**src/rtl/brainhack_run_ctrl_pkg.sv**
```systemverilog
// brainhack_run_ctrl_pkg
//   Shared definitions for the brainhack run controller: default widths,
//   controller state encoding and the core instruction set (NOP included).
package brainhack_run_ctrl_pkg;

  localparam int unsigned INSTR_W_DEF = 3;
  localparam int unsigned TAPE_DW_DEF = 8;
  localparam int unsigned TAPE_AW_DEF = 8;
  localparam int unsigned PRG_AW_DEF  = 8;
  localparam int unsigned WDOG_W_DEF  = 16;

  typedef enum logic [2:0] {
    ST_IDLE  = 3'd0,
    ST_CLEAR = 3'd1,
    ST_LOAD  = 3'd2,
    ST_START = 3'd3,
    ST_RUN   = 3'd4,
    ST_DONE  = 3'd5
  } run_state_t;

  typedef enum logic [2:0] {
    OP_NOP   = 3'd0,
    OP_INC   = 3'd1,  // +
    OP_DEC   = 3'd2,  // -
    OP_RIGHT = 3'd3,  // >
    OP_LEFT  = 3'd4,  // <
    OP_JZ    = 3'd5,  // [
    OP_JNZ   = 3'd6,  // ]
    OP_OUT   = 3'd7   // .
  } opcode_t;

  localparam logic [INSTR_W_DEF-1:0] NOP_INSTR = OP_NOP;

endpackage

```
**src/rtl/brainhack_run_ctrl_if.sv**
```systemverilog
// brainhack_run_ctrl_if
//   Host-side bundle of the run controller.
//   Program stream: i_load_valid / o_load_ready handshake, i_load_instr,
//   i_load_last.  Tape readback: i_rd_valid, i_rd_addr request; o_rd_valid,
//   o_rd_data response one cycle later.
//   master = host, slave = controller.
interface brainhack_run_ctrl_if
  import brainhack_run_ctrl_pkg::*;
#(
  parameter int unsigned INSTR_W = INSTR_W_DEF,
  parameter int unsigned TAPE_DW = TAPE_DW_DEF,
  parameter int unsigned TAPE_AW = TAPE_AW_DEF
) ();

  logic               i_load_valid;
  logic               o_load_ready;
  logic [INSTR_W-1:0] i_load_instr;
  logic               i_load_last;

  logic               i_rd_valid;
  logic [TAPE_AW-1:0] i_rd_addr;
  logic               o_rd_valid;
  logic [TAPE_DW-1:0] o_rd_data;

  modport master (
    output i_load_valid, i_load_instr, i_load_last, i_rd_valid, i_rd_addr,
    input  o_load_ready, o_rd_valid, o_rd_data
  );

  modport slave (
    input  i_load_valid, i_load_instr, i_load_last, i_rd_valid, i_rd_addr,
    output o_load_ready, o_rd_valid, o_rd_data
  );

endinterface

```
**src/rtl/brainhack_run_ctrl_tape_arbiter.sv**
```systemverilog
// tape_arbiter
//   Tape memory port mux selected by controller state.
//   CLEAR: zero-fill at clr_addr.  RUN: core request passes through.
//   DONE: host read address drives the port, no writes.  Otherwise idle.
//   Ports: state, clr_addr, cpu_we/cpu_addr/cpu_data, run_end, rd_addr in;
//   tape_we/tape_addr/tape_wdata out.
module tape_arbiter
  import brainhack_run_ctrl_pkg::*;
#(
  parameter int unsigned TAPE_DW = TAPE_DW_DEF,
  parameter int unsigned TAPE_AW = TAPE_AW_DEF
) (
  input  run_state_t         state,
  input  logic [TAPE_AW-1:0] clr_addr,
  input  logic               cpu_we,
  input  logic [TAPE_AW-1:0] cpu_addr,
  input  logic [TAPE_DW-1:0] cpu_data,
  input  logic               run_end,
  input  logic [TAPE_AW-1:0] rd_addr,
  output logic               tape_we,
  output logic [TAPE_AW-1:0] tape_addr,
  output logic [TAPE_DW-1:0] tape_wdata
);

  always_comb begin
    tape_we    = 1'b0;
    tape_addr  = '0;
    tape_wdata = '0;
    case (state)
      ST_CLEAR: begin
        tape_we   = 1'b1;
        tape_addr = clr_addr;
      end
      ST_RUN: begin
        // In the end cycle the core sits at PC == prog_len, past the
        // program; its request there is not part of the program.
        tape_we    = cpu_we & ~run_end;
        tape_addr  = cpu_addr;
        tape_wdata = cpu_data;
      end
      ST_DONE: tape_addr = rd_addr;
      default: ;
    endcase
  end

endmodule

```
**src/rtl/brainhack_run_ctrl.sv**
```systemverilog
// brainhack_run_ctrl
//   Job sequencer around the brainhack core: clears the tape, streams a
//   program into program memory, runs the core until PC == prog_len or the
//   watchdog expires, then serves host tape reads.
//   Ports:
//     i_clock, i_reset          clock, synchronous active-high reset
//     i_start, i_abort          job start (IDLE/DONE), abort to IDLE
//     host                      program stream + tape readback bundle
//     o_cpu_run, o_cpu_rst      core enable, one-cycle core clear
//     i_cpu_prgmem_addr         core PC
//     i_cpu_tape_*              core tape write request
//     o_tape_*, i_tape_rdata    tape memory port (async read)
//     o_prg_*                   program memory write port
//     o_busy/done/error/timeout status
module brainhack_run_ctrl
  import brainhack_run_ctrl_pkg::*;
#(
  parameter int unsigned INSTR_W = INSTR_W_DEF,
  parameter int unsigned TAPE_DW = TAPE_DW_DEF,
  parameter int unsigned TAPE_AW = TAPE_AW_DEF,
  parameter int unsigned PRG_AW  = PRG_AW_DEF,
  parameter int unsigned WDOG_W  = WDOG_W_DEF
) (
  input  logic               i_clock,
  input  logic               i_reset,
  input  logic               i_start,
  input  logic               i_abort,
  brainhack_run_ctrl_if.slave host,
  output logic               o_cpu_run,
  output logic               o_cpu_rst,
  input  logic [PRG_AW-1:0]  i_cpu_prgmem_addr,
  input  logic               i_cpu_tape_in,
  input  logic [TAPE_AW-1:0] i_cpu_tape_addr,
  input  logic [TAPE_DW-1:0] i_cpu_tape_data,
  output logic               o_tape_we,
  output logic [TAPE_AW-1:0] o_tape_addr,
  output logic [TAPE_DW-1:0] o_tape_wdata,
  input  logic [TAPE_DW-1:0] i_tape_rdata,
  output logic               o_prg_we,
  output logic [PRG_AW-1:0]  o_prg_addr,
  output logic [INSTR_W-1:0] o_prg_wdata,
  output logic               o_busy,
  output logic               o_done,
  output logic               o_error,
  output logic               o_timeout
);

  // Last address a program may occupy without its final beat overflowing.
  localparam logic [PRG_AW-1:0] PRG_LAST = {PRG_AW{1'b1}} - PRG_AW'(1);

  run_state_t state, next_state;

  logic [TAPE_AW-1:0] clr_addr;
  logic [PRG_AW-1:0]  load_cnt;
  logic [PRG_AW-1:0]  prog_len;
  logic [WDOG_W-1:0]  wdog;
  logic [WDOG_W-1:0]  wdog_inc;
  logic               error_q;
  logic               timeout_q;
  logic               rd_valid_q;
  logic [TAPE_DW-1:0] rd_data_q;

  logic run_end;
  logic wdog_expire;
  logic load_accept;
  logic host_read;
  logic load_ready;
  logic prg_we;
  logic cpu_run;
  logic cpu_rst;
  logic busy;
  logic done;

  assign run_end     = (i_cpu_prgmem_addr == prog_len);
  assign wdog_inc    = (wdog == '1) ? wdog : wdog + WDOG_W'(1);
  // End takes priority when both happen in the same RUN cycle.
  assign wdog_expire = (wdog_inc == '1) & ~run_end;
  assign load_accept = (state == ST_LOAD) & host.i_load_valid;
  assign host_read   = (state == ST_DONE) & host.i_rd_valid;

  // State register
  always_ff @(posedge i_clock) begin
    if (i_reset) state <= ST_IDLE;
    else         state <= next_state;
  end

  // Next state and state-decoded outputs
  always_comb begin
    next_state = state;
    load_ready = 1'b0;
    prg_we     = 1'b0;
    cpu_run    = 1'b0;
    cpu_rst    = 1'b0;
    busy       = 1'b0;
    done       = 1'b0;
    case (state)
      ST_IDLE: begin
        if (i_start) next_state = ST_CLEAR;
      end
      ST_CLEAR: begin
        busy = 1'b1;
        if (clr_addr == '1) next_state = ST_LOAD;
      end
      ST_LOAD: begin
        busy       = 1'b1;
        load_ready = 1'b1;
        if (host.i_load_valid) begin
          prg_we = ~i_abort;
          if (host.i_load_last)        next_state = ST_START;
          else if (load_cnt == PRG_LAST) next_state = ST_DONE;
        end
      end
      ST_START: begin
        busy       = 1'b1;
        cpu_rst    = 1'b1;
        next_state = ST_RUN;
      end
      ST_RUN: begin
        busy    = 1'b1;
        cpu_run = 1'b1;
        if (run_end || wdog_expire) next_state = ST_DONE;
      end
      ST_DONE: begin
        done = 1'b1;
        if (i_start) next_state = ST_CLEAR;
      end
      default: next_state = ST_IDLE;
    endcase
    if (i_abort) next_state = ST_IDLE;
  end

  // Counters, flags and host read register
  always_ff @(posedge i_clock) begin
    if (i_reset) begin
      clr_addr   <= '0;
      load_cnt   <= '0;
      prog_len   <= '0;
      wdog       <= '0;
      error_q    <= 1'b0;
      timeout_q  <= 1'b0;
      rd_valid_q <= 1'b0;
      rd_data_q  <= '0;
    end else begin
      rd_valid_q <= host_read;
      if (host_read) rd_data_q <= i_tape_rdata;

      case (state)
        ST_IDLE: begin
          error_q   <= 1'b0;
          timeout_q <= 1'b0;
          clr_addr  <= '0;
          load_cnt  <= '0;
        end
        ST_DONE: begin
          if (i_start && !i_abort) begin
            error_q   <= 1'b0;
            timeout_q <= 1'b0;
            clr_addr  <= '0;
            load_cnt  <= '0;
          end
        end
        ST_CLEAR: begin
          if (clr_addr != '1) clr_addr <= clr_addr + TAPE_AW'(1);
        end
        ST_LOAD: begin
          if (load_accept && !i_abort) begin
            if (host.i_load_last)          prog_len <= load_cnt + PRG_AW'(1);
            else if (load_cnt == PRG_LAST) error_q  <= 1'b1;
            else                           load_cnt <= load_cnt + PRG_AW'(1);
          end
        end
        ST_START: wdog <= '0;
        ST_RUN: begin
          if (!i_abort) begin
            wdog <= wdog_inc;
            if (wdog_expire) timeout_q <= 1'b1;
          end
        end
        default: ;
      endcase
    end
  end

  tape_arbiter #(
    .TAPE_DW (TAPE_DW),
    .TAPE_AW (TAPE_AW)
  ) u_tape_arbiter (
    .state      (state),
    .clr_addr   (clr_addr),
    .cpu_we     (i_cpu_tape_in),
    .cpu_addr   (i_cpu_tape_addr),
    .cpu_data   (i_cpu_tape_data),
    .run_end    (run_end),
    .rd_addr    (host.i_rd_addr),
    .tape_we    (o_tape_we),
    .tape_addr  (o_tape_addr),
    .tape_wdata (o_tape_wdata)
  );

  assign host.o_load_ready = load_ready;
  assign host.o_rd_valid   = rd_valid_q;
  assign host.o_rd_data    = rd_data_q;

  assign o_prg_we    = prg_we;
  assign o_prg_addr  = load_cnt;
  assign o_prg_wdata = prg_we ? host.i_load_instr : '0;
  assign o_cpu_run   = cpu_run;
  assign o_cpu_rst   = cpu_rst;
  assign o_busy      = busy;
  assign o_done      = done;
  assign o_error     = error_q;
  assign o_timeout   = timeout_q;

endmodule

```
**src/flat_wrapper.sv**
```systemverilog
// flat-port wrapper written by rule: the top's interface ports become plain ports
module brainhack_run_ctrl_flat import brainhack_run_ctrl_pkg::*;
#(
  parameter int unsigned INSTR_W = INSTR_W_DEF,
  parameter int unsigned TAPE_DW = TAPE_DW_DEF,
  parameter int unsigned TAPE_AW = TAPE_AW_DEF,
  parameter int unsigned PRG_AW  = PRG_AW_DEF,
  parameter int unsigned WDOG_W  = WDOG_W_DEF
)
  (i_clock, i_reset, i_start, i_abort, o_cpu_run, o_cpu_rst, i_cpu_prgmem_addr, i_cpu_tape_in, i_cpu_tape_addr, i_cpu_tape_data, o_tape_we, o_tape_addr, o_tape_wdata, i_tape_rdata, o_prg_we, o_prg_addr, o_prg_wdata, o_busy, o_done, o_error, o_timeout, host_i_load_valid, host_i_load_instr, host_i_load_last, host_i_rd_valid, host_i_rd_addr, host_o_load_ready, host_o_rd_valid, host_o_rd_data);
  brainhack_run_ctrl_if #(.INSTR_W(INSTR_W), .TAPE_DW(TAPE_DW), .TAPE_AW(TAPE_AW)) host_i ();
  input  logic i_clock;
  input  logic i_reset;
  input  logic i_start;
  input  logic i_abort;
  output logic o_cpu_run;
  output logic o_cpu_rst;
  input  logic [PRG_AW-1:0] i_cpu_prgmem_addr;
  input  logic i_cpu_tape_in;
  input  logic [TAPE_AW-1:0] i_cpu_tape_addr;
  input  logic [TAPE_DW-1:0] i_cpu_tape_data;
  output logic o_tape_we;
  output logic [TAPE_AW-1:0] o_tape_addr;
  output logic [TAPE_DW-1:0] o_tape_wdata;
  input  logic [TAPE_DW-1:0] i_tape_rdata;
  output logic o_prg_we;
  output logic [PRG_AW-1:0] o_prg_addr;
  output logic [INSTR_W-1:0] o_prg_wdata;
  output logic o_busy;
  output logic o_done;
  output logic o_error;
  output logic o_timeout;
  input wire logic [$bits(host_i.i_load_valid)-1:0] host_i_load_valid;
  input wire logic [$bits(host_i.i_load_instr)-1:0] host_i_load_instr;
  input wire logic [$bits(host_i.i_load_last)-1:0] host_i_load_last;
  input wire logic [$bits(host_i.i_rd_valid)-1:0] host_i_rd_valid;
  input wire logic [$bits(host_i.i_rd_addr)-1:0] host_i_rd_addr;
  output wire logic [$bits(host_i.o_load_ready)-1:0] host_o_load_ready;
  output wire logic [$bits(host_i.o_rd_valid)-1:0] host_o_rd_valid;
  output wire logic [$bits(host_i.o_rd_data)-1:0] host_o_rd_data;
  assign host_i.i_load_valid = host_i_load_valid;
  assign host_i.i_load_instr = host_i_load_instr;
  assign host_i.i_load_last = host_i_load_last;
  assign host_i.i_rd_valid = host_i_rd_valid;
  assign host_i.i_rd_addr = host_i_rd_addr;
  assign host_o_load_ready = host_i.o_load_ready;
  assign host_o_rd_valid = host_i.o_rd_valid;
  assign host_o_rd_data = host_i.o_rd_data;
  brainhack_run_ctrl #(.INSTR_W(INSTR_W), .TAPE_DW(TAPE_DW), .TAPE_AW(TAPE_AW), .PRG_AW(PRG_AW), .WDOG_W(WDOG_W)) u_core (.i_clock(i_clock), .i_reset(i_reset), .i_start(i_start), .i_abort(i_abort), .host(host_i), .o_cpu_run(o_cpu_run), .o_cpu_rst(o_cpu_rst), .i_cpu_prgmem_addr(i_cpu_prgmem_addr), .i_cpu_tape_in(i_cpu_tape_in), .i_cpu_tape_addr(i_cpu_tape_addr), .i_cpu_tape_data(i_cpu_tape_data), .o_tape_we(o_tape_we), .o_tape_addr(o_tape_addr), .o_tape_wdata(o_tape_wdata), .i_tape_rdata(i_tape_rdata), .o_prg_we(o_prg_we), .o_prg_addr(o_prg_addr), .o_prg_wdata(o_prg_wdata), .o_busy(o_busy), .o_done(o_done), .o_error(o_error), .o_timeout(o_timeout));
endmodule
```
**config.mk**
```make
export PLATFORM = sky130hd
export DESIGN_NAME = brainhack_run_ctrl_flat
export DESIGN_NICKNAME = d
export VERILOG_FILES = /design/src/rtl/brainhack_run_ctrl_pkg.sv /design/src/rtl/brainhack_run_ctrl_if.sv /design/src/rtl/brainhack_run_ctrl_tape_arbiter.sv /design/src/rtl/brainhack_run_ctrl.sv /design/src/flat_wrapper.sv
export SDC_FILE = /design/constraint.sdc
export NUM_CORES = 1
export LEC_CHECK = 0
export CAP_MARGIN = 20
export CELL_PAD_IN_SITES_DETAIL_PLACEMENT = 2
export CELL_PAD_IN_SITES_GLOBAL_PLACEMENT = 2
export CORE_UTILIZATION = 29
export CTS_CLUSTER_SIZE = 24
export DETAILED_ROUTE_END_ITERATION = 8
export PLACE_DENSITY = 0.87
export SYNTH_ARGS = -nofsm -noshare
export SYNTH_HDL_FRONTEND = slang
export SYNTH_SLANG_ARGS = --single-unit
```
**constraint.sdc**
```tcl
create_clock -name i_clock -period 7.1 [get_ports i_clock]
set_input_delay 0.71 -clock i_clock [delete_from_list [all_inputs] [get_ports i_clock]]
set_output_delay 0.71 -clock i_clock [all_outputs]
set_load 0.03 [all_outputs]
```
**Yosys cells after proc, flatten, opt, wreduce, memory -nomap -nowiden**

Cells that the tools add are included.

- Register bits after elaboration: 54
- Input bits: 51
- Output and inout bits: 45
- Logic and storage cells: 97

- Add/subtract/negate cells: 3
- Reductions and logical operators: 19
- Bitwise gates (word level): 6
- Eq/ne operators: 24
- Multiplexer cells: 36

Operators by type and width:

| kind | number |
|---|---|
| case mux 8 bit (3 select lines) | 3 |
| 2-to-1 mux 8 bit | 6 |
| equality test 16 bit (second input constant) | 2 |
| 2-to-1 mux 16 bit | 2 |
| case mux 16 bit (2 select lines) | 1 |
| 2-to-1 mux 3 bit | 7 |
| adder 16 x 1 -> 16 bit (second input constant) | 1 |
| adder 8 x 1 -> 8 bit (second input constant) | 2 |
| equality test 8 bit (second input constant) | 2 |
| case mux 3 bit (5 select lines) | 1 |
| AND reduction 5 bit | 3 |
| inequality test 2 bit (second input constant) | 7 |
| 2-to-1 mux 1 bit | 13 |
| inequality test 2 x 1 -> 1 bit (second input constant) | 5 |
| nonzero test 3 bit | 3 |
| equality test 8 bit | 1 |
| inequality test 8 bit (second input constant) | 1 |
| equality test 3 x 2 -> 1 bit (second input constant) | 2 |
| equality test 3 bit (second input constant) | 2 |
| case mux 1 bit (3 select lines) | 2 |
| AND reduction 3 bit | 2 |
| AND 1 bit | 4 |
| AND reduction 4 bit | 1 |
| OR reduction 2 bit | 2 |
| 11 further kinds | 13 |

**Longest topological paths before layout**

- Depth in word-level cells: 7
- Gate-level depth with buffers: 9
- Mapped depth without buffers: 7

**Modules after synthesis**

A second synthesis with hierarchy kept.

- Cells, all modules: 420
- Area total of the unflattened synthesis: 3,285.7 µm²

Modules (own cells, without submodules):

| module | instances | area an instance (µm²) | cells an instance |
|---|---|---|---|
| brainhack_run_ctrl | 1 | 2,974.1 | 379 |
| tape_arbiter | 1 | 311.5 | 41 |

**Least setup slack after synthesis**

OpenSTA, ideal clock, no wires.

- Kind: reg2out
- Start point: reg u_core.state[1]
- End point: out o_prg_wdata[0]
- Buffers on the path: 0
- Setup slack: 4.327 ns
- Arrival: 2.063 ns
- Cell stages (with the launch flop): 4
- Path through: dfxtp_1 > or3b_1 > nor3b_1 > and2_1

- Word-level cells in the longest chain between the ends: 3

Ends and longest elaborated chain:

| element | RTL line | RTL |
|---|---|---|
| start: declaration | brainhack_run_ctrl.sv:51 | `run_state_t state, next_state;` |
| start signal: assignment | brainhack_run_ctrl.sv:84 | `else state <= next_state;` |
| equality test 3 x 2 -> 1 bit | brainhack_run_ctrl.sv:96 | `case (state)` |
| 2-to-1 mux 1 bit | brainhack_run_ctrl.sv:96 |  |
| net o_prg_we | flat_wrapper.sv:26 | `output logic o_prg_we;` |
| 2-to-1 mux 3 bit | brainhack_run_ctrl.sv:206 | `assign o_prg_wdata = prg_we ? host.i_load_instr : '0;` |
| end: declaration | flat_wrapper.sv:28 | `output logic [INSTR_W-1:0] o_prg_wdata;` |

The timed path passes the listed nets, and every way through them passes these cells.

**Final worst setup path**

- Start point: in i_cpu_prgmem_addr[7]
- End point: out o_tape_we

- Word-level cells in the longest chain between the ends: 4

Ends and longest elaborated chain:

| element | RTL line | RTL |
|---|---|---|
| start: declaration | flat_wrapper.sv:18 | `input logic [PRG_AW-1:0] i_cpu_prgmem_addr;` |
| equality test 8 bit | brainhack_run_ctrl.sv:74 | `assign run_end = (i_cpu_prgmem_addr == prog_len);` |
| inverter 1 bit | brainhack_run_ctrl_tape_arbiter.sv:37 | `tape_we = cpu_we & ~run_end;` |
| AND 1 bit | brainhack_run_ctrl_tape_arbiter.sv:37 |  |
| case mux 1 bit (2 select lines) | brainhack_run_ctrl_tape_arbiter.sv:29 | `case (state)` |
| end: declaration | flat_wrapper.sv:22 | `output logic o_tape_we;` |

No other way between the ends.

==> key figures <==
Status
  • Outcome: completed

Drt
  • DRT iter0 DRCs: 106
  • First drt pass iteration count: 4
  • Vias: 3,612
  • Met2 routed WL: 6819 microns
  • Vias/cell: 5.473
  • # DRC: 0
  • Routed WL per cell: 20.18 microns
  • Final ANT Viol Nets: 0
  • Highest Signal Layer: met4
  • Wire length on met1: 5790 microns
  • Total wire length: 13,320 microns
  • Routed wl met3: 373 microns

Synthesis
  • Post-Synthesis Cells: 442
  • Synth warn: 0
  • Largest area contributor in the netlist: dfxtp_1
  • Mean Syn Cell Area: 7.620 sq um
  • XOR/XNOR Fraction of Synth Area: 5.981%
  • Yosys reg bits: 54
  • Synth top area share: 32.10%
  • Asr flop ratio synth: 0%
  • Dominant cells by area after synthesis: dfxtp_1, nor2_1, a21oi_1
  • Mux share of post-synthesis cell area: 4.198%
  • Post-Synth Simple-Gate Area: 30.76%
  • Synth unique cells: 63
  • Netlist Area Pre-Place: 3368 sq um
  • Mapped Nets: 497
  • List of most frequent post-synthesis cells: nor2_1, dfxtp_1, nand2_1, a21oi_1, clkbuf_1
  • Register area share after synthesis: 32.10%
  • Synth Area in Adders: 1.486%
  • Largest family of logic cells by synthesized area: simple AND/OR/NAND/NOR gates
  • Post-synth top flop: dfxtp_1
  • Most common cell in the netlist: nor2_1
  • Post-synth EDFFs: 0
  • Post-synthesis compound-gate area fraction: 20.25%

Clocking
  • # H-tree levels: 2
  • Clk_lat worst skew: 0.30 ns
  • Hold-fix buffers, CTS: 0
  • CTS tree: yes
  • Clk pin slew, worst setup/hold paths: 0.07 ns
  • CTS Sinks: 54
  • Max clock buf depth: 2
  • Resize count post-CTS: 0
  • Num CTS Buffers: 5
  • CTS Root Cell: clkbuf_16
  • Setup Buffers After CTS: 0

Layout
  • FILL cells: 1,280
  • Ratio of cells with drive above 1 in the final layout: 5.385%
  • ANT cells: 0
  • Synthesis-to-finish area growth: 36.40%
  • Nets: 574

Worst setup path
  • CP Launch Type: input port
  • Kind of critical path: in2out
  • Reg2reg path depth: 7
  • Worst r2r src: u_core.wdog[0]
  • CP Data Arrival Time: 3.12 ns
  • Crit-path max FO: 3
  • Flop2flop setup slack: 3.64 ns
  • FF-to-FF End: u_core.state[0]
  • Required time worst endpoint: 6.39 ns
  • Crit end category: output port

Die
  • Die area: 12,050 sq um
  • Core area: 11,080 sq um
  • Row count: 38
  • Die width: 109.8 microns
  • Initial Util: 30.40%
  • Die height: 109.8 microns
  • Ports: 96

STA
  • Fin Setup TNS: 0 ns
  • Final Max Tran Viols: 0
  • Fin. Hold Viols: 0
  • Skew final: 0.006403 ns
  • Hold WS: 0.4674 ns
  • Setup ws final: 3.266 ns
  • Final worst-path cycle share: 54.00%
  • Unrepaired setup endpoints after global routing: false
  • Tightest Pin Transition: 1.051 ns
  • Setup violators final: 0
  • Max_slew headroom: 29.33%
  • Fmax: 260.8 MHz
  • Min Clock Period, post-route: 3.834 ns

Power and ir drop
  • Combinational share of power: 7.8%
  • Sequential Power Share: 44.3%
  • Internal cell power: 548.1 uW
  • Clock Power Share: 47.9%
  • Psw: 141.9 uW
  • Worst VDD drop: 0.08890 mV
  • Sw Ratio: 20.56%
  • Static Leak: 1.505 nW
  • PD cells: 150.2 nW/um^2

Min path
  • Hold Path Class: reg2reg
  • Hold_sp: u_core.host.o_rd_data[2]
  • Hold Path End: u_core.host.o_rd_data[2]
  • Worst hold path depth: 2

Global routing
  • Largest net degree at the start of global routing: 43
  • Tot GR Track Use: 22.86%
  • Initial antenna violation count: 0
  • Number of global-route vias before repair: 3,949
  • Total grt overflow: 0
  • First-pass GRT wire length: 20,790 microns

Place
  • DP Worst Slack: 3.359 ns
  • Buffers on Ports: 95
  • DP HPWL: 10,120 microns
  • RD Place Congestion: 0.8318

Run
  • MaxCap Viol Count: 0
## cells by family after synthesis
logic type	count (synthesis)
XOR/XNOR	23
buffers and inverters	42
AND/OR/NAND/NOR	201
multiplexers	14
adder cells (fa/ha/maj)	4
AO/OA/AOI/OAI	104
flip-flops	54
## state kept, by name (all words and copies together) (netlist names)
register                flops
u_core.wdog                16
u_core.prog_len             8
u_core.clr_addr             8
u_core.o_timeout            1
u_core.host.o_rd_valid      1
u_core.host.o_rd_data       8
u_core.state                3
u_core.o_prg_addr           8
u_core.o_error              1
## area by class of cell
type	count	area, sq um	area share (%)
clock buffers	6	138.9	3.023
clock inverters	2	60.06	1.307
inverters	15	56.30	1.225
multi-input cells	346	2117	46.08
flip-flops and latches	54	1081	23.53
well taps	140	175.2	3.813
repair buffers	97	965.9	21.02
## power groups by stage
stage          clock network (mW)  registers [mW]  logic [mW]
4_1_cts                     0.337           0.306      0.0540
5_1_grt                     0.344           0.306      0.0570
3_5_place_dp                    0           0.313      0.0536
3_3_place_gp                    0           0.313      0.0520
6_report                    0.330           0.306      0.0537
2_1_floorplan                   0           0.311      0.0178
## critical path: stages
cell,delay (ns)
clkdlybuf4s50_1,0.51
xor2_1,0.24
nor4_1,0.11
a21boi_0,0.57
nand2_1,0.15
o31ai_1,0.10
clkdlybuf4s50_1,0.74
## layer usage
| metal | track usage (%) | vias to the layer above |
|---|---|---|
| met3 | 3.497 | 22 |
| met2 | 40.88 | 69 |
| li1 | - | 1727 |
| met5 | 0 | - |
| met4 | 8.000 | 0 |
| met1 | 27.61 | 1794 |
## cell usage in the layout, fill, tap and decap left out, types with 6 or more instances in the layout
cell / count
clkdlybuf4s50_1: 95
nor2_1: 64
dfxtp_1: 54
nand2_1: 44
a21oi_1: 39
inv_1: 15
and2_1: 15
xor2_1: 15
nand3_1: 15
o21ai_0: 15
mux2i_1: 13
nor4_1: 8
xnor2_1: 8
a211oi_1: 7
and3_1: 6
nand4_1: 6
a311oi_1: 6
## worst max-delay path by stage
stage | cells past startpoint | endpoint | start | slack, ns
final | 7 | o_tape_we | i_cpu_prgmem_addr[7] | 3.27
after global routing | 7 | o_tape_we | i_cpu_prgmem_addr[7] | 3.19
after CTS | 7 | o_tape_we | i_cpu_prgmem_addr[7] | 3.25
after detailed placement | 7 | o_tape_we | i_cpu_prgmem_addr[7] | 3.36
after global placement | 7 | o_tape_we | i_cpu_prgmem_addr[1] | 3.53
after floorplan | 3 | o_prg_wdata[0] | u_core.state[1] | 4.33
## stage by stage
stage | utilization (%) | cell area (sq um) | instances | power (mW)
global route | 41.47 | 4594 | 660 | 0.7070
CTS | 41.47 | 4594 | 660 | 0.6969
detailed placement | 39.68 | 4395 | 652 | 0.3665
global placement | 39.68 | 4395 | 652 | 0.3647
finish | 41.47 | 4594 | 660 | 0.6900
floorplan | - | 3368 | 442 | 0.3289
(Power assumes the default switching activity.)
